$ cat src/rtl/alu_pipe_fwd_if.sv
// Instruction/result/read-back bundle for the forwarding ALU pipeline.
// The master side issues instructions and read-back addresses; the
// slave side (the pipeline) returns results, flags and memory data.
interface alu_pipe_fwd_if #(
    parameter int DW     = 16,
    parameter int REG_AW = 4,
    parameter int MEM_AW = 8
);
    // Instruction issue
    logic              in_valid;
    logic [REG_AW-1:0] rs1;
    logic [REG_AW-1:0] rs2;
    logic [REG_AW-1:0] rd;
    logic [3:0]        func;
    logic [MEM_AW-1:0] addr;
    logic              st_en;

    // Result presented from the write-back stage
    logic [DW-1:0]     z;
    logic              out_valid;
    logic [REG_AW-1:0] out_rd;
    logic              flag_zero;
    logic              flag_carry;
    logic              out_err;

    // Data memory read-back port
    logic [MEM_AW-1:0] mem_raddr;
    logic [DW-1:0]     mem_rdata;

    modport master (
        output in_valid, rs1, rs2, rd, func, addr, st_en, mem_raddr,
        input  z, out_valid, out_rd, flag_zero, flag_carry, out_err, mem_rdata
    );

    modport slave (
        input  in_valid, rs1, rs2, rd, func, addr, st_en, mem_raddr,
        output z, out_valid, out_rd, flag_zero, flag_carry, out_err, mem_rdata
    );
endinterface

$ cat src/rtl/alu_pipe_fwd.sv
// Four-stage pipelined ALU with register bank, data memory and result
// forwarding.
//   S1: operand fetch from the bank
//   S2: operand forwarding + execute
//   S3: bank write-back, result/flags presented on the bus
//   S4: optional store of the result into the data memory
// One instruction per cycle, no stalls; dependent back-to-back
// instructions are resolved by forwarding from S2 and S3.
module alu_pipe_fwd #(
    parameter int DW     = 16,
    parameter int REG_AW = 4,
    parameter int MEM_AW = 8
) (
    input  logic              clk1,
    input  logic              rst,
    alu_pipe_fwd_if.slave     bus
);

    localparam int NREG  = 2 ** REG_AW;
    localparam int MDEPTH = 2 ** MEM_AW;

    typedef enum logic [3:0] {
        OP_ADD   = 4'd0,
        OP_SUB   = 4'd1,
        OP_MUL   = 4'd2,
        OP_PASSA = 4'd3,
        OP_PASSB = 4'd4,
        OP_AND   = 4'd5,
        OP_OR    = 4'd6,
        OP_XOR   = 4'd7,
        OP_NOTA  = 4'd8,
        OP_NOTB  = 4'd9,
        OP_SHR1  = 4'd10,
        OP_SHL1  = 4'd11,
        OP_LDI   = 4'd12
    } op_e;

    // Architectural state
    logic [DW-1:0]     bank [NREG];
    logic [DW-1:0]     mem  [MDEPTH];
    logic [DW-1:0]     rdata_q;

    // S1: fetched operands and decoded fields
    logic              s1_valid;
    logic [DW-1:0]     s1_a;
    logic [DW-1:0]     s1_b;
    logic [REG_AW-1:0] s1_rs1;
    logic [REG_AW-1:0] s1_rs2;
    logic [REG_AW-1:0] s1_rd;
    logic [3:0]        s1_func;
    logic [MEM_AW-1:0] s1_addr;
    logic              s1_st;

    // S2: executed result
    logic              s2_valid;
    logic [DW-1:0]     s2_result;
    logic [REG_AW-1:0] s2_rd;
    logic              s2_zero;
    logic              s2_carry;
    logic              s2_err;
    logic [MEM_AW-1:0] s2_addr;
    logic              s2_st;

    // S3: write-back / output stage
    logic              s3_valid;
    logic [DW-1:0]     s3_z;
    logic [REG_AW-1:0] s3_rd;
    logic              s3_zero;
    logic              s3_carry;
    logic              s3_err;
    logic [MEM_AW-1:0] s3_addr;
    logic              s3_st;

    // Execute-stage combinational values
    logic [DW-1:0]         op_a;
    logic [DW-1:0]         op_b;
    logic [DW-1:0]         alu_res;
    logic                  alu_carry;
    logic                  alu_err;
    logic [DW:0]           sum;
    logic [DW:0]           diff;
    logic [2*DW-1:0]       prod;
    logic [2*REG_AW-1:0]   imm;

    // S1: capture bank operands and instruction fields; ignore issue during reset
    always_ff @(posedge clk1) begin
        if (rst) begin
            s1_valid <= 1'b0;
            s1_a     <= '0;
            s1_b     <= '0;
            s1_rs1   <= '0;
            s1_rs2   <= '0;
            s1_rd    <= '0;
            s1_func  <= '0;
            s1_addr  <= '0;
            s1_st    <= 1'b0;
        end else begin
            s1_valid <= bus.in_valid;
            s1_a     <= bank[bus.rs1];
            s1_b     <= bank[bus.rs2];
            s1_rs1   <= bus.rs1;
            s1_rs2   <= bus.rs2;
            s1_rd    <= bus.rd;
            s1_func  <= bus.func;
            s1_addr  <= bus.addr;
            s1_st    <= bus.st_en;
        end
    end

    // Operand forwarding: S2 result is newest and overrides S3; illegal ops never write so never forward
    always_comb begin
        op_a = s1_a;
        op_b = s1_b;
        if (s3_valid && !s3_err && (s3_rd == s1_rs1)) op_a = s3_z;
        if (s3_valid && !s3_err && (s3_rd == s1_rs2)) op_b = s3_z;
        if (s2_valid && !s2_err && (s2_rd == s1_rs1)) op_a = s2_result;
        if (s2_valid && !s2_err && (s2_rd == s1_rs2)) op_b = s2_result;
    end

    // Execute: compute result, carry/borrow and illegal-opcode indication
    always_comb begin
        alu_res   = '0;
        alu_carry = 1'b0;
        alu_err   = 1'b0;
        sum       = {1'b0, op_a} + {1'b0, op_b};
        diff      = {1'b0, op_a} - {1'b0, op_b};
        prod      = {{DW{1'b0}}, op_a} * {{DW{1'b0}}, op_b};
        imm       = {s1_rs2, s1_rs1};
        case (s1_func)
            OP_ADD: begin
                alu_res   = sum[DW-1:0];
                alu_carry = sum[DW];
            end
            OP_SUB: begin
                alu_res   = diff[DW-1:0];
                alu_carry = diff[DW];
            end
            OP_MUL: begin
                alu_res   = prod[DW-1:0];
                alu_carry = |prod[2*DW-1:DW];
            end
            OP_PASSA: alu_res = op_a;
            OP_PASSB: alu_res = op_b;
            OP_AND:   alu_res = op_a & op_b;
            OP_OR:    alu_res = op_a | op_b;
            OP_XOR:   alu_res = op_a ^ op_b;
            OP_NOTA:  alu_res = ~op_a;
            OP_NOTB:  alu_res = ~op_b;
            OP_SHR1: begin
                alu_res   = op_a >> 1;
                alu_carry = op_a[0];
            end
            OP_SHL1: begin
                alu_res   = op_a << 1;
                alu_carry = op_a[DW-1];
            end
            OP_LDI:   alu_res = DW'(imm);
            default:  alu_err = 1'b1;
        endcase
    end

    // S2: register the executed result and flags
    always_ff @(posedge clk1) begin
        if (rst) begin
            s2_valid  <= 1'b0;
            s2_result <= '0;
            s2_rd     <= '0;
            s2_zero   <= 1'b0;
            s2_carry  <= 1'b0;
            s2_err    <= 1'b0;
            s2_addr   <= '0;
            s2_st     <= 1'b0;
        end else begin
            s2_valid  <= s1_valid;
            s2_result <= alu_res;
            s2_rd     <= s1_rd;
            s2_zero   <= !alu_err && (alu_res == '0);
            s2_carry  <= alu_carry;
            s2_err    <= alu_err;
            s2_addr   <= s1_addr;
            s2_st     <= s1_st;
        end
    end

    // S3: present result; bubbles drop out_valid but hold result and flags
    always_ff @(posedge clk1) begin
        if (rst) begin
            s3_valid <= 1'b0;
            s3_z     <= '0;
            s3_rd    <= '0;
            s3_zero  <= 1'b0;
            s3_carry <= 1'b0;
            s3_err   <= 1'b0;
            s3_addr  <= '0;
            s3_st    <= 1'b0;
        end else if (s2_valid) begin
            s3_valid <= 1'b1;
            s3_z     <= s2_result;
            s3_rd    <= s2_rd;
            s3_zero  <= s2_zero;
            s3_carry <= s2_carry;
            s3_err   <= s2_err;
            s3_addr  <= s2_addr;
            s3_st    <= s2_st && !s2_err;
        end else begin
            s3_valid <= 1'b0;
            s3_st    <= 1'b0;
        end
    end

    // Register bank: cleared on reset, written as an instruction enters S3
    always_ff @(posedge clk1) begin
        if (rst) begin
            for (int i = 0; i < NREG; i++) begin
                bank[i] <= '0;
            end
        end else if (s2_valid && !s2_err) begin
            bank[s2_rd] <= s2_result;
        end
    end

    // S4 store: contents survive reset, but no store may land on a reset edge
    always_ff @(posedge clk1) begin
        if (!rst && s3_valid && s3_st) begin
            mem[s3_addr] <= s3_z;
        end
    end

    // Registered read-back: sees memory as it was before this edge's store
    always_ff @(posedge clk1) begin
        if (rst) begin
            rdata_q <= '0;
        end else begin
            rdata_q <= mem[bus.mem_raddr];
        end
    end

    assign bus.z          = s3_z;
    assign bus.out_valid  = s3_valid;
    assign bus.out_rd     = s3_rd;
    assign bus.flag_zero  = s3_zero;
    assign bus.flag_carry = s3_carry;
    assign bus.out_err    = s3_err;
    assign bus.mem_rdata  = rdata_q;

endmodule

$ cat src/flat_wrapper.sv
// flat-port wrapper written by rule: the top's interface ports become plain ports
module alu_pipe_fwd_flat 
#(
    parameter int DW     = 16,
    parameter int REG_AW = 4,
    parameter int MEM_AW = 8
)
  (clk1, rst, bus_in_valid, bus_rs1, bus_rs2, bus_rd, bus_func, bus_addr, bus_st_en, bus_mem_raddr, bus_z, bus_out_valid, bus_out_rd, bus_flag_zero, bus_flag_carry, bus_out_err, bus_mem_rdata);
  alu_pipe_fwd_if #(.DW(DW), .REG_AW(REG_AW), .MEM_AW(MEM_AW)) bus_i ();
  input  logic clk1;
  input  logic rst;
  input wire logic [$bits(bus_i.in_valid)-1:0] bus_in_valid;
  input wire logic [$bits(bus_i.rs1)-1:0] bus_rs1;
  input wire logic [$bits(bus_i.rs2)-1:0] bus_rs2;
  input wire logic [$bits(bus_i.rd)-1:0] bus_rd;
  input wire logic [$bits(bus_i.func)-1:0] bus_func;
  input wire logic [$bits(bus_i.addr)-1:0] bus_addr;
  input wire logic [$bits(bus_i.st_en)-1:0] bus_st_en;
  input wire logic [$bits(bus_i.mem_raddr)-1:0] bus_mem_raddr;
  output wire logic [$bits(bus_i.z)-1:0] bus_z;
  output wire logic [$bits(bus_i.out_valid)-1:0] bus_out_valid;
  output wire logic [$bits(bus_i.out_rd)-1:0] bus_out_rd;
  output wire logic [$bits(bus_i.flag_zero)-1:0] bus_flag_zero;
  output wire logic [$bits(bus_i.flag_carry)-1:0] bus_flag_carry;
  output wire logic [$bits(bus_i.out_err)-1:0] bus_out_err;
  output wire logic [$bits(bus_i.mem_rdata)-1:0] bus_mem_rdata;
  assign bus_i.in_valid = bus_in_valid;
  assign bus_i.rs1 = bus_rs1;
  assign bus_i.rs2 = bus_rs2;
  assign bus_i.rd = bus_rd;
  assign bus_i.func = bus_func;
  assign bus_i.addr = bus_addr;
  assign bus_i.st_en = bus_st_en;
  assign bus_i.mem_raddr = bus_mem_raddr;
  assign bus_z = bus_i.z;
  assign bus_out_valid = bus_i.out_valid;
  assign bus_out_rd = bus_i.out_rd;
  assign bus_flag_zero = bus_i.flag_zero;
  assign bus_flag_carry = bus_i.flag_carry;
  assign bus_out_err = bus_i.out_err;
  assign bus_mem_rdata = bus_i.mem_rdata;
  alu_pipe_fwd #(.DW(DW), .REG_AW(REG_AW), .MEM_AW(MEM_AW)) u_core (.clk1(clk1), .rst(rst), .bus(bus_i));
endmodule
$ cat config.mk
export PLATFORM = sky130hd
export DESIGN_NAME = alu_pipe_fwd_flat
export DESIGN_NICKNAME = d
export VERILOG_FILES = /design/src/rtl/alu_pipe_fwd_if.sv /design/src/rtl/alu_pipe_fwd.sv /design/src/flat_wrapper.sv
export SDC_FILE = /design/constraint.sdc
export NUM_CORES = 2
export LEC_CHECK = 0
export CORE_MARGIN = 8
export CORE_UTILIZATION = 42
export CTS_BUF_LIST = sky130_fd_sc_hd__clkbuf_16
export CTS_CLUSTER_SIZE = 40
export DETAILED_ROUTE_END_ITERATION = 8
export MAX_ROUTING_LAYER = met4
export PLACE_DENSITY = 0.57
export SLEW_MARGIN = 0
export SYNTH_ARGS = -nofsm -noshare
export SYNTH_HDL_FRONTEND = slang
export SYNTH_MEMORY_MAX_BITS = 65536
export SYNTH_SLANG_ARGS = --single-unit
$ cat constraint.sdc
create_clock -name clk1 -period 10.6 [get_ports clk1]
set_input_delay 2.65 -clock clk1 [delete_from_list [all_inputs] [get_ports clk1]]
set_output_delay 2.65 -clock clk1 [all_outputs]
set_load 0.01 [all_outputs]
## Yosys cells after proc, flatten, opt, wreduce, memory -nomap -nowiden

Memory sizes are Yosys's and may differ from the RTL's. A register that Yosys moved wholly into a read port is not among the register bits.
Cells that the tools add are included.

- Register bits after elaboration: 92
- Latch bits: 0
- Bits in writable memories: 4,352
- Bits in read-only memories: 0
- Bits of input ports: 36
- Output and inout bits: 40
- Memories kept: 2

Memories:

| name | words | bits a word | rd ports | clocked after Yosys merged registers in | wr ports | line | source |
|---|---|---|---|---|---|---|---|
| u_core.mem | 256 | 16 | 1 | 1 | 1 | alu_pipe_fwd.sv:40 | `logic [DW-1:0] mem [MDEPTH];` |
| u_core.bank | 16 | 16 | 2 | 2 | 16 | alu_pipe_fwd.sv:39 | `logic [DW-1:0] bank [NREG];` |

- Add/subtract/negate cells: 2
- $mul: 1
- Div/mod/pow operators: 0
- Order comparisons: 0
- Equal/unequal tests: 16
- Shift-type cells: 0
- Multiplexer cells: 18
- Bitwise logic cells: 6
- Reductions and logical operators: 19

Operators by type and width:

| cell | number |
|---|---|
| 16-bit one-hot mux with 13 select lines | 1 |
| 16-bit two-way mux | 5 |
| 16-bit by 16-bit multiplier with 32-bit output | 1 |
| 16-bit NOT | 2 |
| 16-bit OR reduction | 2 |
| 4-bit == test, second input constant | 5 |
| 16-bit by 16-bit adder with 17-bit output | 1 |
| 16-bit by 16-bit subtractor with 17-bit output | 1 |
| 16-bit bitwise AND | 1 |
| 4-bit by 3-bit == test with 1-bit output, second input constant | 4 |
| 4-bit == test | 4 |
| 16-bit logical NOT | 1 |
| 16-bit OR | 1 |
| 16-bit bitwise XOR | 1 |
| 13-bit OR reduction | 1 |
| 1-bit logical AND | 10 |
| 1-bit two-way mux | 10 |
| 4-bit by 2-bit == test with 1-bit output, second input constant | 2 |
| 1-bit one-hot mux with 5 select lines | 1 |
| 4-bit by 1-bit == test with 1-bit output, second input constant | 1 |
| 4-bit logical NOT | 1 |
| 4-bit two-way mux | 1 |
| 1-bit logical NOT | 3 |
| 2-bit OR reduction | 1 |
| 1-bit NOT | 1 |

## Logic depth before layout (Yosys ltp)

- Depth in word-level cells: 9
- Gate-level depth with buffers: 34
- Mapped depth without buffers: 30

## Worst setup path before layout

OpenSTA, ideal clock, no wires.

- Path kind: flip-flop to flip-flop
- Start point: reg u_core.s3_z[1] (netlist: u_core.bus.z[1])
- End point: reg u_core.s2_carry
- Setup time: 0.130 ns
- Arrival time: 10.017 ns
- Data required time: 10.470 ns
- Setup slack: 0.453 ns
- Cell stages (with the launch flop): 24
- Path buffers: 1
- Cells stage by stage: dfxtp_1 -> and3_1 -> o31a_1 -> buf_1 -> nand2_1 -> fa_1 -> fa_1 -> fa_1 -> fa_1 -> inv_1 -> fa_1 -> inv_1 -> fa_1 -> inv_1 -> ha_1 -> a21oi_1 -> nand2_1 -> a221o_1 -> o211ai_1 -> mux2i_1 -> a2111oi_0 -> o2111ai_1 -> nor4b_1 -> a31oi_1

- Longest elaborated chain between the ends: 5

Ends and longest elaborated chain:

| item | line | source |
|---|---|---|
| start: declaration | alu_pipe_fwd.sv:66 | `logic [DW-1:0] s3_z;` |
| start signal: assignment | alu_pipe_fwd.sv:198 | `s3_z <= s2_result;` |
| 16-bit two-way mux, on equally long branches | alu_pipe_fwd.sv:114, alu_pipe_fwd.sv:115 |  |
| 16-bit two-way mux, on equally long branches | alu_pipe_fwd.sv:116, alu_pipe_fwd.sv:117 |  |
| 16-bit by 16-bit multiplier with 32-bit output | alu_pipe_fwd.sv:127 | `prod = {{DW{1'b0}}, op_a} * {{DW{1'b0}}, op_b};` |
| 16-bit OR reduction | alu_pipe_fwd.sv:140 | `alu_carry = \|prod[2*DW-1:DW];` |
| 1-bit one-hot mux with 5 select lines (*) | alu_pipe_fwd.sv:129 | `case (s1_func)` |
| end signal: assignment | alu_pipe_fwd.sv:178 | `s2_carry <= alu_carry;` |
| end: declaration | alu_pipe_fwd.sv:59 | `logic s2_carry;` |

Mark *: on every way between the ends. The rest lies on a longest branch, timed or not.
A chain may end at the register's enable or synchronous reset.

## Worst setup path in the final report

- Start point: reg u_core.s2_rd[3]
- End point: reg u_core.s2_carry

- Longest elaborated chain between the ends: 6

Ends and longest elaborated chain:

| item | line | source |
|---|---|---|
| start: declaration | alu_pipe_fwd.sv:57 | `logic [REG_AW-1:0] s2_rd;` |
| start signal: assignment | alu_pipe_fwd.sv:176 | `s2_rd <= s1_rd;` |
| 4-bit == test, on equally long branches | alu_pipe_fwd.sv:116, alu_pipe_fwd.sv:117 |  |
| 1-bit logical AND, on equally long branches | alu_pipe_fwd.sv:116, alu_pipe_fwd.sv:117 |  |
| 16-bit two-way mux, on equally long branches | alu_pipe_fwd.sv:116, alu_pipe_fwd.sv:117 |  |
| 16-bit by 16-bit multiplier with 32-bit output | alu_pipe_fwd.sv:127 |  |
| 16-bit OR reduction | alu_pipe_fwd.sv:140 |  |
| 1-bit one-hot mux with 5 select lines (*) | alu_pipe_fwd.sv:129 |  |

Marked as above.

==> run_results.csv <==
group,metric,value,unit
run_status,outcome,"completed",
setup_path,critPathRequiredTime,11430,ps
global_route,grt_max_degree,161,
placed_design,post-place-ws,1715,ps
clock_tree,h-tree-depth,5,
layout,final_nets,9727,
clock_tree,clock_latency,1030,ps
clock_tree,holdBufCountCts,0,
global_route,grt_pass1_vias,94861,
setup_path,cp_slowest_cell,"a31oi_1",
yosys,yosys_warnings,0,
setup_path,cp_top_family,"adder cells",
placed_design,place_inst,14790,
clock_tree,post_cts_resized,0,
floorplan,io_pins,76,
detailed_routing,drt-total-wl,527300,um
timing,slew_viol_final,0,
placed_design,place_area,0.1963,mm2
clock_tree,numCtsBuffers,455,
job,maxCapViolations,0,
setup_path,critPathKind,"reg -> reg",
power,leakage,68.39,nW
floorplan,num_rows,244,
yosys,avgSynthCellArea,20.90,um2
timing,slew_headroom,0.1168,
yosys,synth_cells,8909,
detailed_routing,wl_per_cell,33.64,um
clock_tree,cts_tree,"yes",
timing,finalHoldViolCount,0,
floorplan,core_area,0.4415,mm2
placed_design,port_buffers,75,
placed_design,globalplace.congestion,0.8874,
layout,instances_no_fill,15673,
detailed_routing,drt_iter0_drc,11612,
floorplan,dieArea,0.4648,mm2
detailed_routing,drcViolationCount,0,
setup_path,crit_arrival,9800,ps
layout,final_cell_area,0.2111,mm2
yosys,synth_area_leaders,"edfxtp_1, mux4_2, fa_1",
clock_tree,cts.clk_slew.worst_paths,60,ps
floorplan,initial_utilization,0.4217,
global_route,antenna_found_initial,51,
setup_path,critical-path-max-stage-delay,620,ps
yosys,ys_seq_area_frac,0.7171,
timing,setup_viol,0,
setup_path,path_buf_inv,6,
yosys,yosys_register_bits,4492,
detailed_routing,viasPerCell,5.958,
clock_tree,root_buffer,"clkbuf_16",
global_route,grt_usage,0.2305,
power,power_density,180.7,mW/mm2
yosys,synth.largest_area_cell,"edfxtp_1",
setup_path,path_max_fanout,26,
floorplan,die_w,681.8,um
detailed_routing,antenna_left,0,
clock_tree,clockBufferDepth,4,
yosys,synth_edf_count,4352,
power,peakVddDrop,169.0,uV
global_route,grt_pass1_wl,742400,um
timing,fin_crit,8965,ps
layout,drive_above_1_share,0.2851,
timing,timing.fmax,111.5,MHz
yosys,synth.top_cell.area_share,0.7020,
placed_design,dp_hpwl,324500,um
timing,fin_worst_skew,111.7,ps
timing,holdWs,444.3,ps
detailed_routing,route.vias.total,93384,
yosys,synth-main-ff-cell,"edfxtp_1",
timing,rsz0062_at_grt,"false",
yosys,netlist_area,0.1862,mm2
min_path,hold_path_class,"reg -> reg",
setup_path,cpMostUsedCell,"fa_1",
floorplan,die-height,681.8,um
clock_tree,numClockSinks,4492,
setup_path,critPathCaptureType,"flip-flop",
timing,fin_setup_tns,0,ps
timing,worst_slack,1635,ps
yosys,synth_cell_types,78,
yosys,synthArstFlopShare,0,
clock_tree,post_cts_buffers,0,
setup_path,crit_path_start_kind,"flip-flop",
layout,syn2layout_area_growth,13.38,%
timing,tightestPinTransition,1323,ps
timing,period_share,0.8458,
detailed_routing,first_pass_iters,6,
yosys,syn-num-nets,9293,
global_route,gr-total-overflow,0,
logic make-up after synthesis:
logic type               after synthesis  share of synthesized area
adder cells (fa/ha/maj)              348                    0.03129
buffers and inverters                814                    0.01686
XOR/XNOR                              33                   0.001553
AO/OA/AOI/OAI                        353                    0.01315
AND/OR/NAND/NOR                     1295                    0.03330
flip-flops                          4492                     0.7171
multiplexers                        1574                     0.1868
path summary, 6_finish.rpt:
check | from | endpoint | slack, ps | cells past startpoint
max | u_core.s2_rd[3] | u_core.s2_carry | 1630 | 26
min | u_core.s1_st | u_core.s2_st | 440 | 1
max reg2reg | u_core.s2_rd[3] | u_core.s2_carry | 1630 | 26
min reg2reg | u_core.s1_st | u_core.s2_st | 440 | 1
state kept, by name (all words and copies together) (netlist names), 4 cells and up:
name	flops
u_core.s1_rs2	4
u_core.s1_rs1	4
u_core.bus.out_rd	4
u_core.s2_result	16
u_core.bank	256
u_core.bus.z	16
u_core.s2_rd	4
u_core.s1_a	16
u_core.s1_b	16
u_core.s1_addr	8
u_core.bus.mem_rdata	16
u_core.s2_addr	8
u_core.mem	4096
u_core.s1_func	4
u_core.s3_addr	8
u_core.s1_rd	4
through the flow:
stage / total power, mW / utilization
finish: 38.13 / 0.4781
detailed placement: 22.75 / 0.4447
global placement: 22.74 / 0.4447
CTS: 38.42 / 0.4779
floorplan: 21.64 / -
global route: 39.22 / 0.4781
synthesized netlist by cell type, drive strengths merged, types with 7 or more instances:
cell type	instances
mux4	1520
inv	252
clkinv	13
ha	152
o211ai	11
nand3	62
buf	164
a311oi	7
and2	199
nand2	215
a2111oi	12
a21oi	67
o21ai	63
or2	21
nand4	18
a21o	20
dfxtp	140
or3	7
a221o	7
o221ai	8
nor2b	114
o21bai	9
xor2	7
a22oi	16
xnor2	26
nor2	481
o22ai	8
nor4	25
and3	15
nor3	100
edfxtp	4352
a221oi	13
a31oi	32
mux2i	54
a211oi	8
fa	196
nand2b	20
clkbuf	385
cell usage in the layout, fill, tap and decap left out, types with 12 or more instances in the layout:
cell type        netlist  routed
a2111oi_0             12      12
a21o_1                20      20
a21oi_1               67      67
a221oi_1              13      13
a22oi_1               16      16
a31oi_1               31      25
and2_1               198     198
and3_1                15      15
buf_12                 0      31
buf_4                  1     424
bufinv_16              0      42
clkbuf_16              0     461
clkdlybuf4s50_1        0      63
clkinv_1              13     129
clkinv_2               0      89
dfxtp_1              140     123
dfxtp_4                0      16
diode_2                0      30
edfxtp_1            4352    4352
fa_1                 196     196
ha_1                 152     152
inv_1                244     344
mux2i_1               54      54
mux4_2              1520    1520
nand2_1              215     204
nand2b_1              20      20
nand3_1               62      58
nand4_1               18      18
nor2_1               481     415
nor2_2                 0      66
nor2b_1              114     113
nor3_1               100      93
nor4_1                25      24
o21ai_0               63      61
or2_2                 21      21
xnor2_1               26      26
layout make-up:
| class | instances | area (um2) |
|---|---|---|
| repair buffers | 526 | 4533 |
| fillers | 36215 | 230400 |
| well taps | 5904 | 7387 |
| diodes | 30 | 75.07 |
| inverters | 265 | 994.7 |
| clock inverters | 392 | 3142 |
| flip-flops and latches | 4492 | 133500 |
| multi-input cells | 3603 | 49840 |
| clock buffers | 461 | 11540 |
power breakdown:
| group | total [mW] | internal, mW | switching [mW] |
|---|---|---|---|
| registers | 19.5 | 19.4 | 0.130 |
| logic | 2.84 | 1.10 | 1.75 |
| clock network | 15.7 | 8.91 | 6.84 |
| total | 38.1 | 29.4 | 8.72 |
layer usage:
layer,track usage,vias up,routed length [um]
met2,0.3547,3984,248200
met1,0.3201,51056,220800
met4,0.06721,0,17640
met3,0.03802,811,40650
li1,-,37533,-
met5,-,-,0
Power figures use the tool's default switching activity.
